==> config.mk <==
export PLATFORM = sky130hd
export DESIGN_NAME = monopix_top
export DESIGN_NICKNAME = d
export VERILOG_FILES = /design/src/rtl/monopix_pkg.sv /design/src/rtl/monopix_pixel.sv /design/src/rtl/monopix_top.sv
export SDC_FILE = /design/constraint.sdc
export NUM_CORES = 1
export LEC_CHECK = 0
export ABC_AREA = 1
export BUFFER_PORTS_ARGS = -buffer_cell sky130_fd_sc_hd__buf_2
export CAP_MARGIN = 20
export CORE_MARGIN = 2
export CORE_UTILIZATION = 26
export CTS_CLUSTER_DIAMETER = 200
export CTS_CLUSTER_SIZE = 28
export DETAILED_ROUTE_END_ITERATION = 7
export GPL_TIMING_DRIVEN = 1
export HOLD_SLACK_MARGIN = 0.15
export PLACE_DENSITY_LB_ADDON = 0.05
export SKIP_CTS_REPAIR_TIMING = 1
export SLEW_MARGIN = 25
export SYNTH_ARGS = -nofsm -noshare
export SYNTH_HDL_FRONTEND = slang
export SYNTH_SLANG_ARGS = --single-unit
==> constraint.sdc <==
create_clock -name clk_bx -period 20.1 [get_ports clk_bx]
set_clock_uncertainty 0.1 [all_clocks]
set_input_delay 1.005 -clock clk_bx [delete_from_list [all_inputs] [get_ports clk_bx]]
set_output_delay 1.005 -clock clk_bx [all_outputs]
set_load 0.005 [all_outputs]
==> src/rtl/monopix_pkg.sv <==
// monopix_pkg: shared readout word layout, timestamp width and gray-code helpers.
package monopix_pkg;
  localparam int DATA_W = 27;
  localparam int TS_W = 6;
  typedef struct packed {
    logic [5:0] col;
    logic [8:0] row;
    logic [TS_W-1:0] le;
    logic [TS_W-1:0] te;
  } t_data;
  typedef enum logic [1:0] {IDLE, ACTIVE, FULL} t_pix_state;
  function automatic logic [TS_W-1:0] bin2gray(input logic [TS_W-1:0] b);
    return b ^ (b >> 1);
  endfunction
  function automatic logic [TS_W-1:0] gray2bin(input logic [TS_W-1:0] g);
    logic [TS_W-1:0] b;
    b[TS_W-1] = g[TS_W-1];
    for (int i = TS_W - 2; i >= 0; i--) b[i] = b[i+1] ^ g[i];
    return b;
  endfunction
endpackage

==> src/rtl/monopix_pixel.sv <==
// monopix_pixel: one pixel's edge detector, hit FSM and leading/trailing timestamp registers.
module monopix_pixel
  import monopix_pkg::*;
(
  input  logic            clk_bx,
  input  logic            reset,
  input  logic            eff,
  input  logic            clr,
  input  logic [TS_W-1:0] ts,
  output logic            full,
  output logic [TS_W-1:0] le,
  output logic [TS_W-1:0] te
);
  t_pix_state state, nxt;
  logic eff_q;
  logic rise, fall;
  assign rise = eff & ~eff_q;
  assign fall = ~eff & eff_q;
  assign full = state == FULL;
  // a read-clear beats a same-cycle rising edge, so no new hit starts while clearing
  always_comb begin
    nxt = (state == IDLE && rise && !clr) ? ACTIVE :
          (state == ACTIVE && fall)       ? FULL   :
          (state == FULL && clr)          ? IDLE   : state;
  end
  always_ff @(posedge clk_bx or posedge reset) begin
    if (reset) begin
      state <= IDLE;
      eff_q <= 1'b0;
      le <= '0;
      te <= '0;
    end else begin
      state <= nxt;
      eff_q <= eff;
      if (state == IDLE && nxt == ACTIVE) le <= ts;
      if (state == ACTIVE && nxt == FULL) te <= ts;
    end
  end
endmodule

==> src/rtl/monopix_top.sv <==
// monopix_top: pixel matrix with BCID counter, priority arbiter and 27-bit MSB-first serializer.
module monopix_top
  import monopix_pkg::*;
#(
  parameter int NCOL = 4,
  parameter int NROW = 8
) (
  input  logic                 clk_bx,
  input  logic                 reset,
  input  logic                 reset_bcid,
  input  logic [NCOL*NROW-1:0] hit_in,
  input  logic [NCOL*NROW-1:0] pix_en,
  input  logic [NCOL-1:0]      inj_col_sel,
  input  logic [NROW-1:0]      inj_row_sel,
  input  logic                 pulse_n,
  input  logic                 freeze,
  input  logic                 read,
  output logic                 token,
  output logic                 data_out
);
  localparam int NPIX = NCOL * NROW;
  localparam int SW = NPIX > 1 ? $clog2(NPIX) : 1;
  logic [TS_W-1:0] bcid, gray;
  logic [NPIX-1:0] eff, full, clr;
  logic [TS_W-1:0] le_a [NPIX];
  logic [TS_W-1:0] te_a [NPIX];
  logic [SW-1:0] sel, sel_nxt;
  logic read_q, load;
  logic [DATA_W-1:0] shreg;
  t_data word;
  assign gray = bin2gray(bcid);
  assign load = read & ~read_q;
  assign data_out = shreg[DATA_W-1];
  for (genvar c = 0; c < NCOL; c++) begin : g_col
    for (genvar r = 0; r < NROW; r++) begin : g_row
      localparam int I = c * NROW + r;
      assign eff[I] = pix_en[I] & (hit_in[I] | (~pulse_n & inj_col_sel[c] & inj_row_sel[r]));
      assign clr[I] = load & full[I] & (sel == SW'(I));
      monopix_pixel u_pix (
        .clk_bx(clk_bx),
        .reset(reset),
        .eff(eff[I]),
        .clr(clr[I]),
        .ts(gray),
        .full(full[I]),
        .le(le_a[I]),
        .te(te_a[I])
      );
    end
  end
  // flat index is col-major, so the lowest full index is lowest column then lowest row
  always_comb begin
    sel_nxt = '0;
    for (int i = NPIX - 1; i >= 0; i--) if (full[i]) sel_nxt = SW'(i);
  end
  assign word = full[sel] ? {6'(sel / NROW), 9'(sel % NROW), le_a[sel], te_a[sel]} : '0;
  always_ff @(posedge clk_bx or posedge reset) begin
    if (reset) begin
      bcid <= '0;
      sel <= '0;
      token <= 1'b0;
      read_q <= 1'b0;
      shreg <= '0;
    end else begin
      bcid <= reset_bcid ? '0 : bcid + 1'b1;
      sel <= freeze ? sel : sel_nxt;
      token <= |full;
      read_q <= read;
      shreg <= load ? word : shreg << 1;
    end
  end
endmodule

[After elaboration in Yosys (flattened, before gate mapping)]
Cells that the tools add are included.
Storage, ports and cells
  register bits: 520
  output and inout bits: 2
  input port bits: 82
Operators by class
  equal/unequal tests: 159
  add/sub/neg operators: 1
  muxes and demuxes: 139
  magnitude comparators: 2
  bitwise logic cells: 297
  reduce and logical (&&, ||, !) cells: 258
Operator list (number)
  bitwise AND 1 bit: 197
  logical AND 1 bit: 192
  two-way mux 2 bit: 96
  two-way mux 5 bit: 32
  equality test 2 x 1 -> 1 bit (second input constant): 64
  equality test 2 bit (second input constant): 64
  equality test 5 bit (second input constant): 16
  NOT 1 bit: 66
  logical NOT 2 bit: 32
  binary-select mux 6 bit (select 5 bit): 2
  equality test 5 x 4 -> 1 bit (second input constant): 8
  logical NOT 1 bit: 32
  OR 1 bit: 32
  OR reduction 32 bit: 1
  two-way mux 6 bit: 5
  two-way mux 27 bit: 1
  two-way mux 23 bit: 1
  equality test 5 x 3 -> 1 bit (second input constant): 4
  equality test 5 x 2 -> 1 bit (second input constant): 2
  adder 6 x 1 -> 6 bit (second input constant): 1
  >= comparator 6 bit (second input constant): 1
  < comparator 5 x 6 -> 1 bit (second input constant): 1
  NOT 5 -> 6 bit: 1
  bitwise XOR 6 x 5 -> 6 bit: 1
  4 further kinds: 4

[Logic depth before layout (Yosys ltp)]
  depth in word-level cells: 33
  gate-level depth with buffers: 34

[Cells and area by module]
From an unflattened synthesis, not the netlist that was laid out.
Unflattened totals
  cell total of the unflattened synthesis: 2956
  area total of the unflattened synthesis: 26255.2 um^2
Modules (own cells, without submodules)
  monopix_pixel: cells each 67, area an instance 654.4 um^2, times used 32
  monopix_top: cells each 812, area an instance 5315.1 um^2, times used 1

[Worst setup path before layout]
No wires, ideal clock.
  kind: input-to-reg
  from: input pulse_n
  to: register g_col[3].g_row[5].u_pix.te[2]
  slack: 17.601 ns
  cell stages on the path: 9
  arrival: 2.270 ns
  path through: inv_1 nand2_1 nor2_1 o21ai_1 inv_2 nor4_1 inv_1 nand2_1 o21ai_1
Between the ends
  cells in the longest elaborated chain, start to end: 12
  elaborated cells on any way between the ends: 15
Ends and longest elaborated chain
  start, declared: RTL line monopix_top.sv:15  | input logic pulse_n,
  NOT 1 bit *: RTL line monopix_top.sv:37  | assign eff[I] = pix_en[I] & (hit_in[I] | (~pulse_n & inj_col_sel[c] & inj_row_sel[r]));
  bitwise AND 1 bit * (2 in series): RTL line monopix_top.sv:37
  OR 1 bit *: RTL line monopix_top.sv:37
  bitwise AND 1 bit *: RTL line monopix_top.sv:37
  named net g_col[3].g_row[5].u_pix.eff: RTL line monopix_pixel.sv:7  | input logic eff,
  NOT 1 bit: RTL line monopix_pixel.sv:18  | assign fall = ~eff & eff_q;
  bitwise AND 1 bit: RTL line monopix_pixel.sv:18
  logical AND 1 bit: RTL line monopix_pixel.sv:23  | (state == ACTIVE && fall) ? FULL :
  two-way mux 2 bit: RTL line monopix_pixel.sv:23
  two-way mux 2 bit *: RTL line monopix_pixel.sv:22  | nxt = (state == IDLE && rise && !clr) ? ACTIVE :
  equality test 2 bit *: RTL line monopix_pixel.sv:36  | if (state == ACTIVE && nxt == FULL) te <= ts;
  logical AND 1 bit *: RTL line monopix_pixel.sv:36
  end signal, assigned: RTL line monopix_pixel.sv:36
  end, declared: RTL line monopix_pixel.sv:12  | output logic [TS_W-1:0] te
Mark *: on every way through the listed nets, which the timed path passes. The rest lies on a longest branch.
A chain may end at the register's enable or synchronous reset.

[Worst setup path after layout]
  from: register sel[0]
  to: register shreg[14]
Between the ends
  cells in the longest elaborated chain, start to end: 4
Ends and longest elaborated chain
  start, declared: RTL line monopix_top.sv:27  | logic [SW-1:0] sel, sel_nxt;
  start signal, assigned: RTL line monopix_top.sv:66  | sel <= freeze ? sel : sel_nxt;
  binary-select mux 1 bit (select 5 bit): RTL line monopix_top.sv:56  | assign word = full[sel] ? {6'(sel / NROW), 9'(sel % NROW), le_a[sel], te_a[sel]} : '0;
  two-way mux 1 bit (implied by the code): RTL line monopix_top.sv:56
  two-way mux 23 bit: RTL line monopix_top.sv:56
  two-way mux 27 bit: RTL line monopix_top.sv:69  | shreg <= load ? word : shreg << 1;
  end signal, assigned: RTL line monopix_top.sv:69
  end, declared: RTL line monopix_top.sv:29  | logic [DATA_W-1:0] shreg;
No other way between the ends. The select of a mux whose other input is x is not followed.

==> metrics.cfg <==
[worst_setup_path]
arrival_ns = 4.10
cp_cell_sequence = nand2_4 > buf_4 > nor2_1 > inv_2 > o32ai_1 > a21oi_1 > o221ai_1 > o21ai_2 > nand2_1 > o31ai_1
cp_data_required_time_ns = 20.51
startpoint_type = flip-flop
worst_path_dominant_cell_family = compound AO/OA/AOI/OAI gates
worst_path_largest_cell_delay_ns = 0.69
cp_num_buf_inv = 2
path_class = reg2reg
crit_path_end_kind = flip-flop
critPathMaxFanout = 50
cp_slowest_cell = buf_4

[finish]
layout_commonest_cell = nand2_1
drive_above_1_share_pct = 7.18
area_growth_pct = 9.55
num-fill-cells = 8956
antenna_cells = 0
fin_nets = 2523
post-route-util_pct = 28.9
fin_area_sq_mm = 0.0242
layout_common_cells = 542 x nand2_1, 520 x dfrtp_1, 464 x o21ai_0

[pwr]
p_per_area_mw_per_mm2 = 134
p_int_mw = 1.90
power_frac_comb_pct = 36.3
swShare_pct = 41.5
seq_power_share_pct = 46.3
power_leakage_nw = 10.7
p_sw_mw = 1.35
power_frac_clock_pct = 17.4
ir_worst_vdd_mv = 0.0644

[global_routing]
antenna_found_initial = 4
grt_max_degree = 122
overflow = 0
track_usage_pct = 18.4
grt_pass1_wl_mm = 119
grt_pass1_vias = 17300

[logic_synthesis]
ys.flop_type = dfrtp_1
ys_seq_area_share_pct = 58.9
synth-edff-count = 0
synth_area_sq_mm = 0.0221
synthArstFlopShare_pct = 100
ys_seq_elements = 520
syn-instance-count = 2456
yosys_warnings = 0
synthDistinctLibCells = 37
syn_nets = 2542
syn_area_per_cell_sq_um = 8.99

[clock_tree]
cts-root-buf = clkbuf_16
cts_tree = done
cts_sinks = 520
cts_buffers = 22
path_clk_slew_ns = 0.12
clock_latency_ns = 0.60
htreeDepth = 1
clk_path_buf_depth = 3

[drt]
wl_per_cell_um = 22.4
drtAntennaViolNets = 0
drt_iter0_drc = 1394
vias_per_cell = 4.96
wl_mm = 80.1
first_pass_iters = 5
drcViolationCount = 0
num_vias = 17700

[timing]
tightest_slew_ns = 0.999
grt_setup_unrepaired = false
fmax_mhz = 271
maxSlewViolCount = 0
final.period_utilization_pct = 18.4
hold_viol = 0
setup_viol = 0
fin_crit_ns = 3.70
setup_tns_ns = 0
relSlewSlack_pct = 33.0
fin_ws_ns = 16.40

[place]
routabilityCongestion = 0.831
portBuffers = 83
pre_cts_slack_ns = 15.09
post-dp-hpwl_mm = 53.5
dpl_cell_area_sq_mm = 0.0236

[floorplanning]
fp.dieArea_sq_mm = 0.0873
start_util_pct = 26.3
rows = 106
core_sq_mm = 0.0838
io-pin-count = 84
die_y_um = 295
die_x_um = 295

[worst_hold_path]
worstHoldPathType = reg2reg

[run_status]
outcome = complete, no violations

[run]
maxCapViolCount = 0

==> logic make-up after synthesis <==
family	synth area share [%]
DFF	58.9
adders and majority gates	0.227
xor gates and xnor gates	0.119
AOI/OAI and AO/OA	20.7
buffers and inverters	6.15
and+or+nand+nor	13.9
==> area by class of cell <==
type                       instances  area [sq um]  share of cell area (%)
multi-input combinational       1576          7740                    32.0
inverter                         206           787                    3.25
clock inverter                     1          16.3                  0.0672
tap                             1134          1420                    5.87
timing repair buffer             111           641                    2.65
clock buffer                      23           576                    2.38
sequential                       520         13000                    53.8
==> stage by stage <==
step / hold WS (ns) / power, mW / instances
global placement: 0.345 / 2.69 / 3547
CTS: 0.370 / 3.28 / 3571
detailed placement: 0.340 / 2.71 / 3547
global route: 0.378 / 3.48 / 3571
finish: 0.370 / 3.24 / 3571
floorplan: 0.328 / 2.21 / 2456
==> flip-flops by register name (all words and copies together) (netlist names) <==
name / flops
bcid: 6
g_col.g_row.u_pix.eff_q: 32
g_col.g_row.u_pix.le: 192
g_col.g_row.u_pix.state: 64
g_col.g_row.u_pix.te: 192
read_q: 1
sel: 5
shreg: 27
token: 1
==> final timing paths <==
kind	start	to	slack [ns]	cells past startpoint
setup / recovery	sel[0]	shreg[14]	16.40	10
hold / removal	shreg[12]	shreg[13]	0.37	2
setup reg to reg	sel[0]	shreg[14]	16.40	10
hold reg to reg	shreg[12]	shreg[13]	0.37	2
max in group asynchronous	reset	g_col[0].g_row[3].u_pix.te[1]	16.60	5
min in group asynchronous	reset	g_col[3].g_row[0].u_pix.state[0]	0.47	2
==> worst reg2reg max path, delay by kind of cell, from the launching register on <==
| family | cells | cell delay [ns] |
|---|---|---|
| buffers and inverters | 2 | 0.82 |
| and+or+nand+nor | 3 | 1.02 |
| DFF | 1 | 0.47 |
| AOI/OAI and AO/OA | 5 | 1.18 |
==> per-layer routing <==
metal | track usage, % | routed length [um] | vias up
li1 | - | - | 8324
met1 | 27.2 | 39400 | 8900
met2 | 27.5 | 34200 | 407
met3 | 3.24 | 4160 | 77
met4 | 5.16 | 2300 | 2
met5 | 0 | 11 | -
==> Yosys cell counts (7+ instances only) <==
master | number | area [sq um]
buf_1 | 14 | 52.6
o221ai_1 | 8 | 70.1
nand4_1 | 35 | 219
a32o_1 | 7 | 70.1
nand2_1 | 543 | 2040
o21ai_0 | 464 | 2320
nor4_1 | 30 | 188
nor3_1 | 38 | 190
nor2_1 | 81 | 304
inv_1 | 182 | 683
o22ai_1 | 188 | 1180
o21ai_1 | 79 | 395
o31ai_1 | 23 | 173
nand3_1 | 10 | 50.1
dfrtp_1 | 520 | 13000
inv_2 | 23 | 86.3
a21oi_1 | 21 | 105
clkbuf_1 | 134 | 503
==> power by group through the flow <==
stage                     clock, mW  combinational (mW)  sequential [mW]
after CTS                     0.591                1.19             1.50
after floorplan                   0               0.732             1.48
final                         0.564                1.18             1.50
after detailed placement          0                1.19             1.52
after global routing          0.627                1.31             1.54
after global placement            0                1.18             1.51
Power figures use the tool's default switching activity.
